File: config.mk
export PLATFORM = sky130hd
export DESIGN_NAME = rram_read_capture
export DESIGN_NICKNAME = d
export VERILOG_FILES = /design/src/rtl/rram_pkg.sv /design/src/rtl/rram_rd_fifo2.sv /design/src/rtl/rram_read_capture.sv
export SDC_FILE = /design/constraint.sdc
export NUM_CORES = 1
export LEC_CHECK = 0
export CAP_MARGIN = 10
export CORE_ASPECT_RATIO = 0.7
export CORE_UTILIZATION = 35
export DETAILED_ROUTE_END_ITERATION = 10
export PLACE_DENSITY = 0.6
export SYNTH_ARGS = -nofsm -noshare
export SYNTH_HDL_FRONTEND = slang
export SYNTH_SLANG_ARGS = --single-unit
File: constraint.sdc
create_clock -name clk -period 2.2 [get_ports clk]
set_clock_uncertainty 0.15 [all_clocks]
set_input_delay 0.33 -clock clk [delete_from_list [all_inputs] [get_ports clk]]
set_output_delay 0.33 -clock clk [all_outputs]
set_load 0.05 [all_outputs]
File: src/rtl/rram_pkg.sv
// Shared types and defaults for the RRAM read-capture path.
package rram_pkg;

  localparam int unsigned DefBSize = 4;
  localparam int unsigned DefXSize = 3;
  localparam int unsigned DefYSize = 5;

  typedef struct packed {
    logic [DefYSize+DefXSize-1:0] addr;
    logic                         err;
    logic [DefBSize-1:0]          data;
  } capture_entry_t;

  localparam int unsigned CaptureEntryW = $bits(capture_entry_t);

  typedef enum logic [1:0] {
    StIdle  = 2'd0,
    StArmed = 2'd1,
    StSense = 2'd2
  } rd_state_e;

endpackage

File: src/rtl/rram_rd_fifo2.sv
// Two-entry valid/ready FIFO; a push into a full FIFO without a pop is dropped and flagged.
module rram_rd_fifo2 #(
  parameter int unsigned Width = 8
) (
  input  logic             clk_i,
  input  logic             rst_ni,
  input  logic             push_i,
  input  logic [Width-1:0] push_data_i,
  input  logic             pop_ready_i,
  output logic [Width-1:0] head_data_o,
  output logic             head_valid_o,
  output logic             drop_o
);

  logic [Width-1:0] mem_q [2];
  logic             wr_ptr_q, wr_ptr_d;
  logic             rd_ptr_q, rd_ptr_d;
  logic [1:0]       count_q, count_d;
  logic             pop, full, accept;

  assign pop    = (count_q != 2'd0) && pop_ready_i;
  assign full   = (count_q == 2'd2);
  // A pop in the same cycle frees the slot, so a full FIFO still accepts.
  assign accept = push_i && (!full || pop);
  assign drop_o = push_i && full && !pop;

  always_comb begin
    wr_ptr_d = wr_ptr_q;
    rd_ptr_d = rd_ptr_q;
    count_d  = count_q;
    if (accept) wr_ptr_d = ~wr_ptr_q;
    if (pop)    rd_ptr_d = ~rd_ptr_q;
    if (accept && !pop)      count_d = count_q + 2'd1;
    else if (!accept && pop) count_d = count_q - 2'd1;
  end

  always_ff @(posedge clk_i or negedge rst_ni) begin
    if (!rst_ni) begin
      mem_q[0] <= '0;
      mem_q[1] <= '0;
      wr_ptr_q <= 1'b0;
      rd_ptr_q <= 1'b0;
      count_q  <= 2'd0;
    end else begin
      if (accept) mem_q[wr_ptr_q] <= push_data_i;
      wr_ptr_q <= wr_ptr_d;
      rd_ptr_q <= rd_ptr_d;
      count_q  <= count_d;
    end
  end

  assign head_data_o  = mem_q[rd_ptr_q];
  assign head_valid_o = (count_q != 2'd0);

endmodule

File: src/rtl/rram_read_capture.sv
// Follows the controller's READ/PRE/EN_SA sequence, samples the latch SA after it settles,
// and queues {addr, err, data} for the host.
module rram_read_capture
  import rram_pkg::*;
#(
  parameter int unsigned B_SIZE        = DefBSize,
  parameter int unsigned X_SIZE        = DefXSize,
  parameter int unsigned Y_SIZE        = DefYSize,
  parameter int unsigned SETTLE_CYCLES = 2
) (
  input  logic                     clk,
  input  logic                     reset,
  input  logic                     READ,
  input  logic                     PRE,
  input  logic                     EN_SA,
  input  logic [X_SIZE-1:0]        X_ADDRESS_IN,
  input  logic [Y_SIZE-1:0]        Y_ADDRESS_IN,
  input  logic [B_SIZE-1:0]        SA_OUT,
  input  logic [B_SIZE-1:0]        SA_OUT_B,
  output logic [B_SIZE-1:0]        DOUT,
  output logic [X_SIZE+Y_SIZE-1:0] DOUT_ADDR,
  output logic                     DOUT_ERR,
  output logic                     DOUT_VALID,
  input  logic                     DOUT_READY,
  output logic                     OVERFLOW
);

  localparam int unsigned AddrW  = X_SIZE + Y_SIZE;
  localparam int unsigned EntryW = AddrW + 1 + B_SIZE;
  localparam int unsigned CntW   = 4;

  rd_state_e         state_q, state_d;
  logic [CntW-1:0]   cnt_q, cnt_d;
  logic [AddrW-1:0]  tag_q, tag_d;
  logic              en_sa_q;
  logic              ovf_q;
  logic              push, drop, sa_err;
  logic [EntryW-1:0] push_entry, head_entry;

  // A pair is resolved only when the true and complement outputs differ.
  assign sa_err     = |(~(SA_OUT ^ SA_OUT_B));
  assign push_entry = {tag_q, sa_err, SA_OUT};

  always_comb begin
    state_d = state_q;
    cnt_d   = cnt_q;
    tag_d   = tag_q;
    push    = 1'b0;
    unique case (state_q)
      StIdle: begin
        if (READ && PRE) begin
          state_d = StArmed;
          tag_d   = {Y_ADDRESS_IN, X_ADDRESS_IN};
        end
      end
      StArmed: begin
        if (!READ) begin
          state_d = StIdle;
        end else if (EN_SA && !en_sa_q) begin
          state_d = StSense;
          cnt_d   = CntW'(SETTLE_CYCLES - 1);
        end
      end
      StSense: begin
        if (cnt_q == '0 && EN_SA && READ) begin
          push    = 1'b1;
          state_d = StIdle;
        end else if (!EN_SA || !READ) begin
          state_d = StIdle;
        end else begin
          cnt_d = cnt_q - 1'b1;
        end
      end
      default: state_d = StIdle;
    endcase
  end

  always_ff @(posedge clk or negedge reset) begin
    if (!reset) begin
      state_q <= StIdle;
      cnt_q   <= '0;
      tag_q   <= '0;
      en_sa_q <= 1'b0;
      ovf_q   <= 1'b0;
    end else begin
      state_q <= state_d;
      cnt_q   <= cnt_d;
      tag_q   <= tag_d;
      en_sa_q <= EN_SA;
      ovf_q   <= ovf_q | drop;
    end
  end

  rram_rd_fifo2 #(
    .Width(EntryW)
  ) u_fifo (
    .clk_i       (clk),
    .rst_ni      (reset),
    .push_i      (push),
    .push_data_i (push_entry),
    .pop_ready_i (DOUT_READY),
    .head_data_o (head_entry),
    .head_valid_o(DOUT_VALID),
    .drop_o      (drop)
  );

  assign {DOUT_ADDR, DOUT_ERR, DOUT} = head_entry;
  assign OVERFLOW = ovf_q;

endmodule

==> results of run 1 <==
==> cells in the final DEF, fill, tap and decap left out, types with 2 or more instances in the layout <==
cell type,instances
clkbuf_8,5
inv_1,5
clkinv_2,2
buf_12,3
xor2_1,7
ha_1,2
xnor2_1,2
nand4_1,2
clkdlybuf4s50_1,21
mux2_2,37
a22o_1,3
nor3b_1,2
buf_4,17
dfrtp_1,46
o21ai_0,2
and4b_1,3
mux2_4,10
nand2_1,4
==> registers in the layout, summed over array words and instances, names as in the netlist <==
signal / count
cnt_q: 4
OVERFLOW: 1
state_q: 2
tag_q: 8
u_fifo.rd_ptr_q: 1
u_fifo.mem_q: 26
en_sa_q: 1
u_fifo.count_q: 2
u_fifo.wr_ptr_q: 1
==> synthesized netlist by cell type <==
| master | n |
|---|---|
| o22ai_1 | 1 |
| o2bb2ai_1 | 1 |
| nor2b_1 | 1 |
| a21boi_0 | 1 |
| o2111ai_1 | 1 |
| nand2b_1 | 1 |
| nand3_1 | 1 |
| buf_4 | 1 |
| xnor2_1 | 2 |
| xor2_1 | 7 |
| nor3_1 | 1 |
| ha_1 | 2 |
| mux2_2 | 37 |
| inv_1 | 5 |
| clkbuf_1 | 2 |
| a22o_1 | 3 |
| a22oi_1 | 1 |
| nor2_1 | 1 |
| buf_6 | 1 |
| and3_2 | 1 |
| or3b_2 | 1 |
| and2_1 | 1 |
| nor3b_2 | 1 |
| buf_12 | 1 |
| o21bai_1 | 1 |
| or3b_4 | 1 |
| o21ai_0 | 2 |
| dfrtp_1 | 46 |
| and4b_1 | 3 |
| or2_2 | 1 |
| nand2_1 | 4 |
| nand4_1 | 2 |
| nor3b_1 | 2 |
| nor4bb_1 | 1 |
| mux2_4 | 10 |
==> what timing repair did <==
| item | CTS | global route |
|---|---|---|
| gates resized for setup | 1 | 0 |
| endpoints found under the setup margin | 1 | 0 |
| hold buffers | 1 | 0 |
| hold endpoints to repair | 22 | 0 |
==> metrics by stage <==
step                      instances  TNS, ns  setup slack (ns)  instance area, sq um  total power, mW
after floorplan                 148        0             0.328                  2130             1.28
final                           270        0             0.201                  2720             2.05
after global placement          261        0            0.0490                  2600             1.45
after global routing            270        0             0.100                  2720             2.16
after detailed placement        261  -0.0132           -0.0132                  2600             1.48
after CTS                       270        0             0.171                  2720             2.09
==> logic make-up (layout without fill, tap and decap cells) <==
family | after synthesis | count (layout) | synth area share
multiplexers | 47 | 47 | 0.266
flip-flops | 46 | 46 | 0.540
AND/OR/NAND/NOR | 23 | 23 | 0.0757
AO/OA/AOI/OAI | 11 | 11 | 0.0388
buffers and inverters | 10 | 57 | 0.0305
XOR/XNOR | 9 | 9 | 0.0370
adder cells (fa/ha/maj) | 2 | 2 | 0.0117
==> final cells by class <==
| type | instances | area share |
|---|---|---|
| sequential | 46 | 0.424 |
| timing repair buffer | 44 | 0.155 |
| clock inverter | 3 | 0.0147 |
| multi-input combinational | 92 | 0.339 |
| clock buffer | 5 | 0.0253 |
| inverter | 5 | 0.00691 |
| tap | 75 | 0.0346 |
==> power groups by stage <==
stage | Clock, mW | Sequential (mW) | Combinational [mW]
2_1_floorplan | 0 | 0.999 | 0.277
3_3_place_gp | 0 | 1.02 | 0.429
3_5_place_dp | 0 | 1.03 | 0.447
4_1_cts | 0.637 | 1.01 | 0.442
5_1_grt | 0.671 | 1.03 | 0.466
6_report | 0.612 | 1.01 | 0.431
==> how the worst min path moves through the flow <==
stage	from	slack (ns)	cells past startpoint	end
after floorplan	reset	-0.12	0	OVERFLOW$_DFF_PN0_
after global placement	reset	0.18	1	u_fifo.mem_q[2]$_DFFE_PN0P_
after detailed placement	reset	0.19	1	u_fifo.mem_q[15]$_DFFE_PN0P_
after CTS	OVERFLOW$_DFF_PN0_	0.34	1	OVERFLOW$_DFF_PN0_
after global routing	OVERFLOW$_DFF_PN0_	0.36	1	OVERFLOW$_DFF_PN0_
final	OVERFLOW$_DFF_PN0_	0.33	1	OVERFLOW$_DFF_PN0_
==> routing by layer <==
metal	global-route usage	up-vias	share of wire
li1	-	622	-
met1	0.172	680	0.45
met2	0.229	28	0.48
met3	0.0417	6	0.052
met4	0.0568	0	0.014
met5	0	-	0
==> impl_metrics.json, run 1 <==
{
  "drt_iter0_drc": 33,
  "period_minus_slack_ns": 2.00,
  "ant_nets": 0,
  "grt.overflow.total": 0,
  "cts_tree": "built",
  "final_nets": 218,
  "rows": 23,
  "maxCapViolCount": 0,
  "antenna_cells": 0,
  "clockBufferDepth": 2,
  "start_kind": "flip-flop",
  "synth_cell_types": 35,
  "netlist_area_sq_mm": 0.00213,
  "grt_max_degree": 25,
  "io_buffers": 36,
  "max_stage_delay_ns": 0.50,
  "cts-htree-levels": 2,
  "grt_use_total": 0.139,
  "cts_root_buf": "clkbuf_8",
  "reg2reg_to": "u_fifo.mem_q[13]$_DFFE_PN0P_",
  "critPathTopFamily": "flip-flops",
  "wl_um": 4100,
  "synth_area_leaders": "dfrtp_1 (54%), mux2_2 (20%), mux2_4 (7.0%)",
  "n_fill_cell": 522,
  "rsz0062_at_grt": "false",
  "rrSetupSlack_ns": 0.21,
  "vias_per_cell": 4.95,
  "ys_seq_area_frac": 0.540,
  "drive_gt1_frac": 0.421,
  "hold_class": "reg -> reg",
  "combPwrFrac": 0.210,
  "crit_chain": "buf_12 -> mux2_2 -> buf_4",
  "drt_pass1_iterations": 4,
  "cp_max_fo": 10,
  "p_int_mw": 1.49,
  "p_leak_nw": 1.30,
  "cp_slowest_cell": "dfrtp_1",
  "grt_pass1_wl_um": 6530,
  "syn_to_final_growth_pct": 27.4,
  "post-cts-setup-buffers": 0,
  "fmax_mhz": 500,
  "yosys_register_bits": 46,
  "initial_core_util": 0.368,
  "cp_num_cells": 3,
  "cp.buffers_inverters": 2,
  "timing.hold.ws_ns": 0.334,
  "slew_violations": 0,
  "status": "completed",
  "chipWidth_um": 95.3,
  "ios": 37,
  "dieHeight_um": 67.3,
  "rr_worst_depth": 6,
  "ir_drop_v": 0.000346,
  "slew-limit-headroom": 0.652,
  "final_util": 0.469,
  "clkPwrFrac": 0.298,
  "seqCellArea_sq_mm": 0.00115,
  "dp_hpwl_um": 2970,
  "setup_viol": 0,
  "synth_nets": 172,
  "cts_buffers": 5,
  "avgSynthCellArea_sq_um": 14.4,
  "critPathCaptureType": "output pin",
  "grt_pass1_vias": 1345,
  "drc": 0,
  "hold_viol": 0,
  "setup.worst_path.class": "reg -> out",
  "p_switching_mw": 0.563,
  "dieArea_sq_mm": 0.00641,
  "cts.sinks": 46,
  "r2r_start": "cnt_q[0]$_DFFE_PN0P_",
  "power_density_mw_per_mm2": 757,
  "swShare": 0.274,
  "syn_inst": 148,
  "final.period_utilization": 0.909,
  "synth_top_area_share": 0.540,
  "seqPwrFrac": 0.492,
  "vias": 1336,
  "multi_input_area_sq_um": 921,
  "wl_per_cell_um": 15.2,
  "crit_start": "u_fifo.rd_ptr_q$_DFFE_PN0P_",
  "tightest_slew_ns": 0.522,
  "yosysTopAreaCell": "dfrtp_1",
  "clkLatencyLatePin_ns": 0.29,
  "routabilityCongestion": 0.731,
  "core-area_sq_mm": 0.00578,
  "cp.required_ns": 1.72,
  "arrival_ns": 1.52,
  "yosysWarnings": 0,
  "endpoint": "DOUT_ADDR[6]",
  "antenna_found_initial": 0,
  "clkTransAtPathRegs_ns": 0.08
}
(Power assumes the default switching activity.)
==> run 2, diff against run 1 <==
==> constraint.sdc (replaced) <==
create_clock -name clk -period 2.02 [get_ports clk]
set_clock_uncertainty 0.15 [all_clocks]
set_input_delay 0.303 -clock clk [delete_from_list [all_inputs] [get_ports clk]]
set_output_delay 0.303 -clock clk [all_outputs]
set_load 0.05 [all_outputs]
==> run 2 against run 1 <==
Net effect: global-route usage increased by 0.18 points; wire length down 0.73%; total power increased by 17%; sequential share of layout area shrank 1.1 points; worst setup slack got worse by 0.12 ns; final cell count increased by 0.74%; critical path depth is 3 higher.
==> impl_metrics.json, run 2 (synthesis gave the netlist of run 1 again) <==
{
  "ios": 37,
  "hold_depth": 1,
  "slew-limit-headroom": 0.639,
  "maxCapViolCount": 0,
  "grt_pass1_wl_um": 6540,
  "ir_drop_v": 0.000431,
  "final.period_utilization": 0.959,
  "tightest_slew_ns": 0.540,
  "io_buffers": 36,
  "slew_violations": 0,
  "setup.worst_path.class": "reg -> reg",
  "cts-htree-levels": 2,
  "grt.overflow.total": 0,
  "largest_reg_flops": 26,
  "top_regs": "u_fifo.mem_q (26), tag_q (8), cnt_q (4)",
  "dp_hpwl_um": 2930,
  "antenna_cells": 0,
  "core-area_sq_mm": 0.00578,
  "cts_tree": "built",
  "cp.required_ns": 2.05,
  "cts_buffers": 5,
  "routabilityCongestion": 0.789,
  "status": "completed",
  "wl_um": 4070,
  "timing.hold.ws_ns": 0.334,
  "clockBufferDepth": 2,
  "antenna_found_initial": 0,
  "period_minus_slack_ns": 1.94,
  "drive_gt1_frac": 0.452,
  "syn_to_final_growth_pct": 30.9,
  "vias": 1313,
  "clkLatencyLatePin_ns": 0.29,
  "p_leak_nw": 1.33,
  "dieHeight_um": 67.3,
  "final_nets": 220,
  "ant_nets": 0,
  "cts_root_buf": "clkbuf_8",
  "arrival_ns": 1.97,
  "setup_viol": 0,
  "fmax_mhz": 516,
  "final_common_cell": "dfrtp_1",
  "clkTransAtPathRegs_ns": 0.08,
  "hold_viol": 0,
  "drt_iter0_drc": 44,
  "regMostFlops": "u_fifo.mem_q",
  "power_density_mw_per_mm2": 865,
  "rows": 23,
  "cts.sinks": 46,
  "wl_per_cell_um": 14.9,
  "n_fill_cell": 504,
  "drt_pass1_iterations": 4,
  "chipWidth_um": 95.3,
  "vias_per_cell": 4.83,
  "rr_worst_depth": 6,
  "critPathCaptureType": "flip-flop",
  "rsz0062_at_grt": "false",
  "cp_max_fo": 13,
  "mostFrequentLayoutCells": "dfrtp_1 (45), mux2_2 (37), clkdlybuf4s50_1 (21), buf_4 (19), mux2_4 (10)",
  "grt_max_degree": 26,
  "grt_pass1_vias": 1351,
  "grt_use_total": 0.141,
  "dieArea_sq_mm": 0.00641,
  "seqCellArea_sq_mm": 0.00115,
  "cp_slowest_cell": "dfrtp_1",
  "start_kind": "flip-flop",
  "setup_tns_ns": 0,
  "max_stage_delay_ns": 0.39,
  "initial_core_util": 0.368,
  "multi_input_area_sq_um": 933,
  "drc": 0,
  "hold_class": "reg -> reg",
  "crit_chain": "inv_1 -> ha_2 -> and4b_2 -> and4b_1 -> buf_12 -> mux2_2"
}
run 2: area by class of cell:
| cell class | instances | share of cell area |
|---|---|---|
| clock buffer | 6 | 0.0296 |
| sequential | 46 | 0.413 |
| inverter | 5 | 0.00673 |
| tap | 75 | 0.0336 |
| multi-input combinational | 92 | 0.335 |
| clock inverter | 2 | 0.0215 |
| timing repair buffer | 46 | 0.161 |
run 2: path summary, 6_finish.rpt:
check	start	to	slack (ns)
setup / recovery	cnt_q[0]$_DFFE_PN0P_	u_fifo.mem_q[25]$_DFFE_PN0P_	0.08
min in group asynchronous	reset	u_fifo.mem_q[15]$_DFFE_PN0P_	0.38
hold reg to reg	u_fifo.count_q[1]$_DFFE_PN0P_	u_fifo.count_q[1]$_DFFE_PN0P_	0.33
max in group asynchronous	reset	u_fifo.rd_ptr_q$_DFFE_PN0P_	0.80
hold / removal	u_fifo.count_q[1]$_DFFE_PN0P_	u_fifo.count_q[1]$_DFFE_PN0P_	0.33
setup reg to reg	cnt_q[0]$_DFFE_PN0P_	u_fifo.mem_q[25]$_DFFE_PN0P_	0.08
run 2: routing by layer:
metal / vias to the layer above / wire [um] / global-route usage
met5: - / 0 / 0
met4: 0 / 80 / 0.0701
met3: 6 / 222 / 0.0417
met2: 32 / 1850 / 0.213
met1: 649 / 1910 / 0.185
li1: 626 / - / -
run 2: report_power, final:
group / total (mW) / leakage [nW] / internal [mW] / switching, mW
Clock: 0.824 / 0.0714 / 0.527 / 0.297
Combinational: 0.482 / 0.647 / 0.265 / 0.217
Sequential: 1.11 / 0.608 / 1.01 / 0.0967
run 2: stage by stage:
step | total power [mW] | utilization | worst slack (ns) | cell area (sq um) | cells
floorplan | 1.39 | - | 0.148 | 2130 | 148
global placement | 1.59 | 0.452 | -0.123 | 2620 | 262
detailed placement | 1.60 | 0.452 | -0.156 | 2620 | 262
CTS | 2.44 | 0.479 | 0.0646 | 2770 | 271
global route | 2.54 | 0.482 | 0.0114 | 2790 | 272
finish | 2.41 | 0.482 | 0.0821 | 2790 | 272
run 2: repair_timing:
item,4_1_cts,5_1_grt
hold buffers,1,0
endpoints found under the setup margin,2,5
buffers inserted,0,1
pin swaps,0,2
resized for setup,1,4
hold endpoints to repair,21,0
run 2: critical path: cells and delay by family (launching register included):
family | cells | cell delay (ns)
simple gates | 2 | 0.51
flops | 1 | 0.39
fa+ha+maj | 1 | 0.18
buf+inv | 2 | 0.25
mux | 1 | 0.34
==> run 3, diff against run 2 <==
--- a/config.mk
+++ b/config.mk
@@ -8,6 +8,7 @@
 export CAP_MARGIN = 10
 export CORE_ASPECT_RATIO = 0.7
 export CORE_UTILIZATION = 35
+export CTS_CLUSTER_DIAMETER = 150
 export DETAILED_ROUTE_END_ITERATION = 10
 export PLACE_DENSITY = 0.6
 export SYNTH_ARGS = -nofsm -noshare
==> results of run 3 <==
Final layout, timing and power as in run 2 (identical DEF).
